===== src/rtl/cmd_router_if.sv =====
// cmd_router_if: bundles the SPI command/response handshake, the per-module control links and router status.
// master: SPI port and front-end modules (drive cmd_in/cmd_valid/rsp_ready, m_cmd_ready, m_rsp/m_rsp_valid).
// slave : the router (drives cmd_ready, rsp_out/rsp_valid, m_cmd/m_cmd_valid, m_rsp_ready, busy, timeouts).
interface cmd_router_if #(
   parameter int NMOD = 4
) ();
   logic [31:0]        cmd_in;
   logic               cmd_valid;
   logic               cmd_ready;
   logic [31:0]        rsp_out;
   logic               rsp_valid;
   logic               rsp_ready;
   logic [31:0]        m_cmd;
   logic [NMOD-1:0]    m_cmd_valid;
   logic [NMOD-1:0]    m_cmd_ready;
   logic [32*NMOD-1:0] m_rsp;
   logic [NMOD-1:0]    m_rsp_valid;
   logic [NMOD-1:0]    m_rsp_ready;
   logic               busy;
   logic [15:0]        timeouts;
   modport master (
      output cmd_in, cmd_valid, rsp_ready, m_cmd_ready, m_rsp, m_rsp_valid,
      input  cmd_ready, rsp_out, rsp_valid, m_cmd, m_cmd_valid, m_rsp_ready, busy, timeouts
   );
   modport slave (
      input  cmd_in, cmd_valid, rsp_ready, m_cmd_ready, m_rsp, m_rsp_valid,
      output cmd_ready, rsp_out, rsp_valid, m_cmd, m_cmd_valid, m_rsp_ready, busy, timeouts
   );
endinterface


===== src/rtl/cmd_router.sv =====
// cmd_router: sequences one SPI command at a time to the front-end module links and returns one 32-bit response.
// Ports: clk; rst (synchronous, active-low); bus (cmd_router_if.slave) with SPI cmd/rsp handshakes,
// shared m_cmd with per-module valid/ready, per-module response words, busy flag and saturating timeout count.
module cmd_router #(
   parameter int NMOD    = 4,
   parameter int TIMEOUT = 100_000,
   parameter int TW      = 17
) (
   input logic         clk,
   input logic         rst,
   cmd_router_if.slave bus
);
   typedef enum logic [1:0] {IDLE, ISSUE, WAIT, RETURN} state_t;
   state_t          state_q;
   logic            cmd_ready_q, rsp_valid_q, busy_q, bcast_q, bcast_d, inval_d, hit_d, expire_d;
   logic [31:0]     rsp_out_q, m_cmd_q, sel_d, err_d;
   logic [3:0]      id_d, tgt_q;
   logic [NMOD-1:0] m_cmd_valid_q, m_rsp_ready_q, mask_d, pend_d;
   logic [TW-1:0]   cnt_q, cnt_d;
   logic [15:0]     timeouts_q, timeouts_d;
   always_comb begin
      id_d    = bus.cmd_in[31:28];
      bcast_d = id_d == 4'hF;
      mask_d  = '0;
      sel_d   = '0;
      hit_d   = 1'b0;
      for (int k = 0; k < NMOD; k++) begin
         mask_d[k] = bcast_d || id_d == 4'(k);
         if (tgt_q == 4'(k)) begin
            sel_d = bus.m_rsp[32*k +: 32];
            hit_d = bus.m_rsp_valid[k];
         end
      end
      inval_d    = mask_d == '0;
      pend_d     = m_cmd_valid_q & ~bus.m_cmd_ready;
      cnt_d      = cnt_q + 1'b1;
      // expiry on the edge where the counter would reach TIMEOUT: TIMEOUT cycles from acceptance
      expire_d   = cnt_d >= TW'(TIMEOUT);
      err_d      = {4'hE, m_cmd_q[27:0]};
      timeouts_d = timeouts_q + 16'(timeouts_q != 16'hFFFF);
   end
   always_ff @(posedge clk) begin
      if (!rst) begin
         state_q       <= IDLE;
         cmd_ready_q   <= 1'b0;
         rsp_valid_q   <= 1'b0;
         rsp_out_q     <= '0;
         m_cmd_q       <= '0;
         m_cmd_valid_q <= '0;
         m_rsp_ready_q <= '0;
         busy_q        <= 1'b0;
         timeouts_q    <= '0;
         cnt_q         <= '0;
         tgt_q         <= '0;
         bcast_q       <= 1'b0;
      end else begin
         // the target's word is captured in WAIT; in every other case responses are drained
         m_rsp_ready_q <= '1;
         case (state_q)
            IDLE: begin
               cmd_ready_q <= !(bus.cmd_valid && cmd_ready_q);
               if (bus.cmd_valid && cmd_ready_q) begin
                  busy_q  <= 1'b1;
                  cnt_q   <= '0;
                  tgt_q   <= id_d;
                  bcast_q <= bcast_d;
                  if (inval_d) begin
                     rsp_out_q   <= {4'hE, bus.cmd_in[27:0]};
                     rsp_valid_q <= 1'b1;
                     state_q     <= RETURN;
                  end else begin
                     m_cmd_q       <= bus.cmd_in;
                     m_cmd_valid_q <= mask_d;
                     state_q       <= ISSUE;
                  end
               end
            end
            ISSUE: begin
               cnt_q         <= cnt_d;
               m_cmd_valid_q <= pend_d;
               if (pend_d == '0) begin
                  rsp_out_q   <= m_cmd_q;
                  rsp_valid_q <= bcast_q;
                  state_q     <= bcast_q ? RETURN : WAIT;
               end else if (expire_d) begin
                  m_cmd_valid_q <= '0;
                  rsp_out_q     <= err_d;
                  rsp_valid_q   <= 1'b1;
                  timeouts_q    <= timeouts_d;
                  state_q       <= RETURN;
               end
            end
            WAIT: begin
               cnt_q <= cnt_d;
               if (hit_d || expire_d) begin
                  rsp_out_q   <= hit_d ? sel_d : err_d;
                  rsp_valid_q <= 1'b1;
                  timeouts_q  <= hit_d ? timeouts_q : timeouts_d;
                  state_q     <= RETURN;
               end
            end
            RETURN: begin
               if (bus.rsp_ready) begin
                  rsp_valid_q <= 1'b0;
                  busy_q      <= 1'b0;
                  cmd_ready_q <= 1'b1;
                  state_q     <= IDLE;
               end
            end
            default: state_q <= IDLE;
         endcase
      end
   end
   assign bus.cmd_ready   = cmd_ready_q;
   assign bus.rsp_out     = rsp_out_q;
   assign bus.rsp_valid   = rsp_valid_q;
   assign bus.m_cmd       = m_cmd_q;
   assign bus.m_cmd_valid = m_cmd_valid_q;
   assign bus.m_rsp_ready = m_rsp_ready_q;
   assign bus.busy        = busy_q;
   assign bus.timeouts    = timeouts_q;
endmodule


===== src/flat_wrapper.sv =====
// flat-port wrapper written by rule: the top's interface ports become plain ports
module cmd_router_flat 
#(
   parameter int NMOD    = 4,
   parameter int TIMEOUT = 100_000,
   parameter int TW      = 17
)
  (clk, rst, bus_cmd_in, bus_cmd_valid, bus_rsp_ready, bus_m_cmd_ready, bus_m_rsp, bus_m_rsp_valid, bus_cmd_ready, bus_rsp_out, bus_rsp_valid, bus_m_cmd, bus_m_cmd_valid, bus_m_rsp_ready, bus_busy, bus_timeouts);
  cmd_router_if #(.NMOD(NMOD)) bus_i ();
  input logic clk;
  input logic rst;
  input wire logic [$bits(bus_i.cmd_in)-1:0] bus_cmd_in;
  input wire logic [$bits(bus_i.cmd_valid)-1:0] bus_cmd_valid;
  input wire logic [$bits(bus_i.rsp_ready)-1:0] bus_rsp_ready;
  input wire logic [$bits(bus_i.m_cmd_ready)-1:0] bus_m_cmd_ready;
  input wire logic [$bits(bus_i.m_rsp)-1:0] bus_m_rsp;
  input wire logic [$bits(bus_i.m_rsp_valid)-1:0] bus_m_rsp_valid;
  output wire logic [$bits(bus_i.cmd_ready)-1:0] bus_cmd_ready;
  output wire logic [$bits(bus_i.rsp_out)-1:0] bus_rsp_out;
  output wire logic [$bits(bus_i.rsp_valid)-1:0] bus_rsp_valid;
  output wire logic [$bits(bus_i.m_cmd)-1:0] bus_m_cmd;
  output wire logic [$bits(bus_i.m_cmd_valid)-1:0] bus_m_cmd_valid;
  output wire logic [$bits(bus_i.m_rsp_ready)-1:0] bus_m_rsp_ready;
  output wire logic [$bits(bus_i.busy)-1:0] bus_busy;
  output wire logic [$bits(bus_i.timeouts)-1:0] bus_timeouts;
  assign bus_i.cmd_in = bus_cmd_in;
  assign bus_i.cmd_valid = bus_cmd_valid;
  assign bus_i.rsp_ready = bus_rsp_ready;
  assign bus_i.m_cmd_ready = bus_m_cmd_ready;
  assign bus_i.m_rsp = bus_m_rsp;
  assign bus_i.m_rsp_valid = bus_m_rsp_valid;
  assign bus_cmd_ready = bus_i.cmd_ready;
  assign bus_rsp_out = bus_i.rsp_out;
  assign bus_rsp_valid = bus_i.rsp_valid;
  assign bus_m_cmd = bus_i.m_cmd;
  assign bus_m_cmd_valid = bus_i.m_cmd_valid;
  assign bus_m_rsp_ready = bus_i.m_rsp_ready;
  assign bus_busy = bus_i.busy;
  assign bus_timeouts = bus_i.timeouts;
  cmd_router #(.NMOD(NMOD), .TIMEOUT(TIMEOUT), .TW(TW)) u_core (.clk(clk), .rst(rst), .bus(bus_i));
endmodule

===== config.mk =====
export PLATFORM = sky130hd
export DESIGN_NAME = cmd_router_flat
export DESIGN_NICKNAME = d
export VERILOG_FILES = /design/src/rtl/cmd_router_if.sv /design/src/rtl/cmd_router.sv /design/src/flat_wrapper.sv
export SDC_FILE = /design/constraint.sdc
export NUM_CORES = 1
export LEC_CHECK = 0
export ABC_CLOCK_PERIOD_IN_PS = 3360
export CELL_PAD_IN_SITES_DETAIL_PLACEMENT = 1
export CELL_PAD_IN_SITES_GLOBAL_PLACEMENT = 1
export CORE_ASPECT_RATIO = 1.25
export CORE_MARGIN = 3
export CORE_UTILIZATION = 30
export CTS_BUF_LIST = sky130_fd_sc_hd__clkbuf_16
export DETAILED_ROUTE_END_ITERATION = 8
export PLACE_DENSITY_LB_ADDON = 0.2
export SYNTH_ARGS = -nofsm -noshare
export SYNTH_HDL_FRONTEND = slang
export SYNTH_SLANG_ARGS = --single-unit

===== constraint.sdc =====
create_clock -name clk -period 3.36 [get_ports clk]
set_input_delay 0.336 -clock clk [delete_from_list [all_inputs] [get_ports clk]]
set_output_delay 0.336 -clock clk [all_outputs]
set_load 0.05 [all_outputs]

==> results.py, run 1 <==
metrics = {
    "place": {
        "io_buffers": 262,
        "placed_area_um2": 9190,
        "place_congestion": 0.822,
        "post-dp-hpwl_mm": 19.6,
        "place_inst": 1307,
    },
    "critical_path": {
        "endpoint_kind": "flop",
        "cp_max_fo": 16,
        "cp_slowest_cell": "or2_1",
        "reg2reg_to": "u_core.bus.timeouts[12]",
        "worstSetupPathType": "reg -> reg",
        "r2r_slack_ns": 0.26,
        "cp.required_ns": 3.62,
        "cp_cell_sequence": "ha_1, and4_2, nand4_1, xor2_1, a211oi_2, nor3_1, or2_1, buf_4, o31a_1, o21a_1",
        "cp_slowest_stage_delay_ns": 0.42,
        "startpoint": "u_core.cnt_q[0]",
        "r2r_start": "u_core.cnt_q[0]",
        "crit_arrival_ns": 3.35,
        "start_kind": "flop",
        "reg2regPathDepth": 10,
    },
    "cts": {
        "clkLatencyLatePin_ns": 0.36,
        "clockBufferDepth": 2,
        "cts_setup_buffers": 0,
        "htreeDepth": 3,
        "path_clk_slew_ns": 0.08,
        "cts_tree": "yes",
        "root_buffer": "clkbuf_16",
        "clock_sinks": 112,
        "cts_hold_buf": 0,
        "cts_buffers": 9,
    },
    "global_routing": {
        "grt_pass1_vias": 7450,
        "grt.total_usage_pct": 22.5,
        "grt_max_degree": 72,
        "use_met2_pct": 40.3,
        "grtUsageMet3_pct": 6.04,
        "met1_usage_pct": 26.5,
        "antenna_found_initial": 1,
        "grt_first_pass_wirelength_mm": 40.7,
        "grt_overflow": 0,
        "top_usage_layer": "met2",
    },
    "pwr": {
        "power_mw": 5.88,
        "p_leak_nw": 3.07,
        "switching_share_pct": 45.5,
        "pwr_density_cell_nw_per_um2": 620,
        "irDropWorstVdd_v": 0.000521,
        "switching_power_mw": 2.67,
        "intPower_mw": 3.21,
        "p_comb_share_pct": 53.3,
        "sequentialPowerShare_pct": 28.3,
        "pwr-share-clk_pct": 18.4,
    },
    "outcome": {
        "run_status": "completed",
    },
    "drt": {
        "wirelength_mm": 26.2,
        "drc": 0,
        "wire_per_inst_um": 19.8,
        "vias_per_cell": 5.40,
        "detailroute.via_count": 7143,
        "first_iter_violations": 359,
        "drtPass1Iterations": 4,
        "ant_nets": 0,
    },
    "yosys": {
        "synth_most_common_cell": "nand2_1",
        "yosys-top-cells-area": "dfxtp_1 (36%), a21oi_1 (7.8%), nand2_1 (7.7%)",
        "synth_top_flop_cell": "dfxtp_1",
        "seq_area_frac_synth_pct": 35.5,
        "synth.avg_cell_area_um2": 7.68,
        "yosys-top-cells-count": "nand2_1 (130), dfxtp_1 (112), a21oi_1 (98)",
        "synth_top_area_share_pct": 35.5,
        "syn-num-nets": 1000,
        "yosys.area.top_type": "dfxtp_1",
        "ys_types": 59,
        "async_flop_share_pct": 0,
        "syn-cell-area_um2": 6310,
        "ys_seq_elements": 112,
        "synth_cells": 821,
        "synth-edff-count": 0,
        "yosys_warnings": 0,
    },
    "min_path": {
        "hold_path_depth": 2,
        "hold_path.startpoint": "u_core.bus.rsp_out[18]",
        "worstHoldPathType": "reg -> reg",
        "hold_end": "u_core.bus.rsp_out[18]",
    },
    "timing": {
        "finalCritPeriodShare_pct": 92.1,
        "finalHoldViolCount": 0,
        "finalSetupTns_ns": 0,
        "slew_violations": 0,
        "finalCriticalPeriod_ns": 3.10,
        "fmax_mhz": 323,
        "max_slew_margin_pct": 49.1,
        "finalSetupViolCount": 0,
        "grt_setup_unrepaired": "no",
        "clock-skew-final_ns": 0.0110,
        "worst_pin_slew_ns": 0.763,
    },
    "cells_and_area": {
        "diodes": 0,
        "nNetsFinal": 1227,
        "design_area_um2": 9480,
        "fillers": 2458,
        "syn2layout_area_growth_pct": 50.3,
        "drive_above_1_share_pct": 7.60,
        "fin_cells": 1322,
    },
    "floorplan": {
        "start_util_pct": 30.9,
        "die_h_um": 168,
        "die_w_um": 136,
        "dieArea_um2": 22800,
        "rows": 58,
        "ios": 263,
        "core_um2": 20400,
    },
    "job": {
        "cap_viol_max_count": 0,
    },
}
## layout make-up
class	instances	area (um^2)	area share, %
Clock buffer	9	225	2.38
Inverter	14	53.8	0.568
Timing Repair Buffer	282	2800	29.5
Multi-Input combinational cell	629	3760	39.7
Tap cell	270	338	3.56
Sequential cell	112	2240	23.7
Clock inverter	6	61.3	0.647
## metal layers
metal	part of all wire [%]	vias up
met3	6.5	28
met5	0.050	-
li1	-	3451
met2	51	200
met1	41	3462
met4	1.7	2
## timing repair
| action | in CTS | in global routing |
|---|---|---|
| gates resized for setup | 0 | 1 |
| endpoints found under the setup margin | 0 | 9 |
| hold endpoints to repair | 0 | 0 |
## flip-flops by register name, indices dropped and copies added (netlist names)
register / count
u_core.bus.m_cmd: 32
u_core.tgt_q: 4
u_core.bus.busy: 1
u_core.bus.rsp_out: 32
u_core.bus.rsp_valid: 1
u_core.bus.m_rsp_ready: 1
u_core.cnt_q: 17
u_core.bus.timeouts: 16
u_core.bcast_q: 1
u_core.bus.cmd_ready: 1
u_core.state_q: 2
u_core.bus.m_cmd_valid: 4
## power groups by stage
| stage | registers, mW | clock network (mW) | logic (mW) |
|---|---|---|---|
| after floorplan | 2.20 | 0 | 1.45 |
| after global placement | 1.69 | 0 | 3.11 |
| after detailed placement | 1.70 | 0 | 3.14 |
| after CTS | 1.67 | 1.11 | 3.16 |
| after global routing | 1.69 | 1.17 | 3.41 |
| final | 1.66 | 1.08 | 3.13 |
## cell families (layout without fill, tap and decap cells)
| kind of cell | count (synthesis) | count (layout) | synth area share (%) |
|---|---|---|---|
| AND/OR/NAND/NOR | 326 | 326 | 24.2 |
| flip-flops | 112 | 112 | 35.5 |
| XOR/XNOR | 6 | 6 | 0.833 |
| buffers and inverters | 80 | 311 | 5.08 |
| multiplexers | 40 | 40 | 7.52 |
| adder cells (fa/ha/maj) | 7 | 7 | 1.39 |
| AO/OA/AOI/OAI | 250 | 250 | 25.5 |
## worst max-delay path, delay by kind of cell (launching register included)
| kind | cells | cell delay (ns) |
|---|---|---|
| flip-flops | 1 | 0.39 |
| adder cells (fa/ha/maj) | 1 | 0.21 |
| XOR/XNOR | 1 | 0.21 |
| AND/OR/NAND/NOR | 4 | 1.21 |
| AO/OA/AOI/OAI | 3 | 0.74 |
| buffers and inverters | 1 | 0.24 |
## through the flow
step / hold WS [ns] / utilization, % / setup WS, ns
floorplan: 0.364 / - / 0.624
global placement: 0.458 / 45.1 / 0.214
detailed placement: 0.465 / 45.1 / 0.128
CTS: 0.477 / 46.5 / 0.119
global route: 0.497 / 46.5 / 0.0211
finish: 0.477 / 46.5 / 0.264
## cells in the final DEF, fill, tap and decap left out, drive strengths merged, types with 12 or more instances in the layout
cell type,Yosys,final
a21oi,98,98
buf,15,20
clkdlybuf4s50,0,262
dfxtp,112,112
inv,14,15
mux2,29,29
nand2,131,131
nand2b,31,31
nand3,23,23
nor2,68,68
nor3,14,14
o211ai,30,30
o21ai,24,24
o22ai,29,29
o311ai,31,31
or3,12,12
## how the worst max path moves through the flow
stage	to	cells past startpoint
floorplan	u_core.bus.timeouts[6]	11
CTS	u_core.bus.timeouts[12]	10
global placement	u_core.bus.timeouts[12]	10
finish	u_core.bus.timeouts[12]	10
global route	u_core.bus.timeouts[14]	9
detailed placement	u_core.bus.timeouts[12]	10
Note: power is estimated with default switching activity, not from simulation.
==> run 2, diff against run 1 <==
--- a/config.mk
+++ b/config.mk
@@ -12,6 +12,7 @@
 export CORE_MARGIN = 3
 export CORE_UTILIZATION = 30
 export CTS_BUF_LIST = sky130_fd_sc_hd__clkbuf_16
+export CTS_CLUSTER_DIAMETER = 40
 export DETAILED_ROUTE_END_ITERATION = 8
 export PLACE_DENSITY_LB_ADDON = 0.2
 export SYNTH_ARGS = -nofsm -noshare
==> results of run 2 <==
The final DEF is identical to that of run 1; final timing and power are the same.
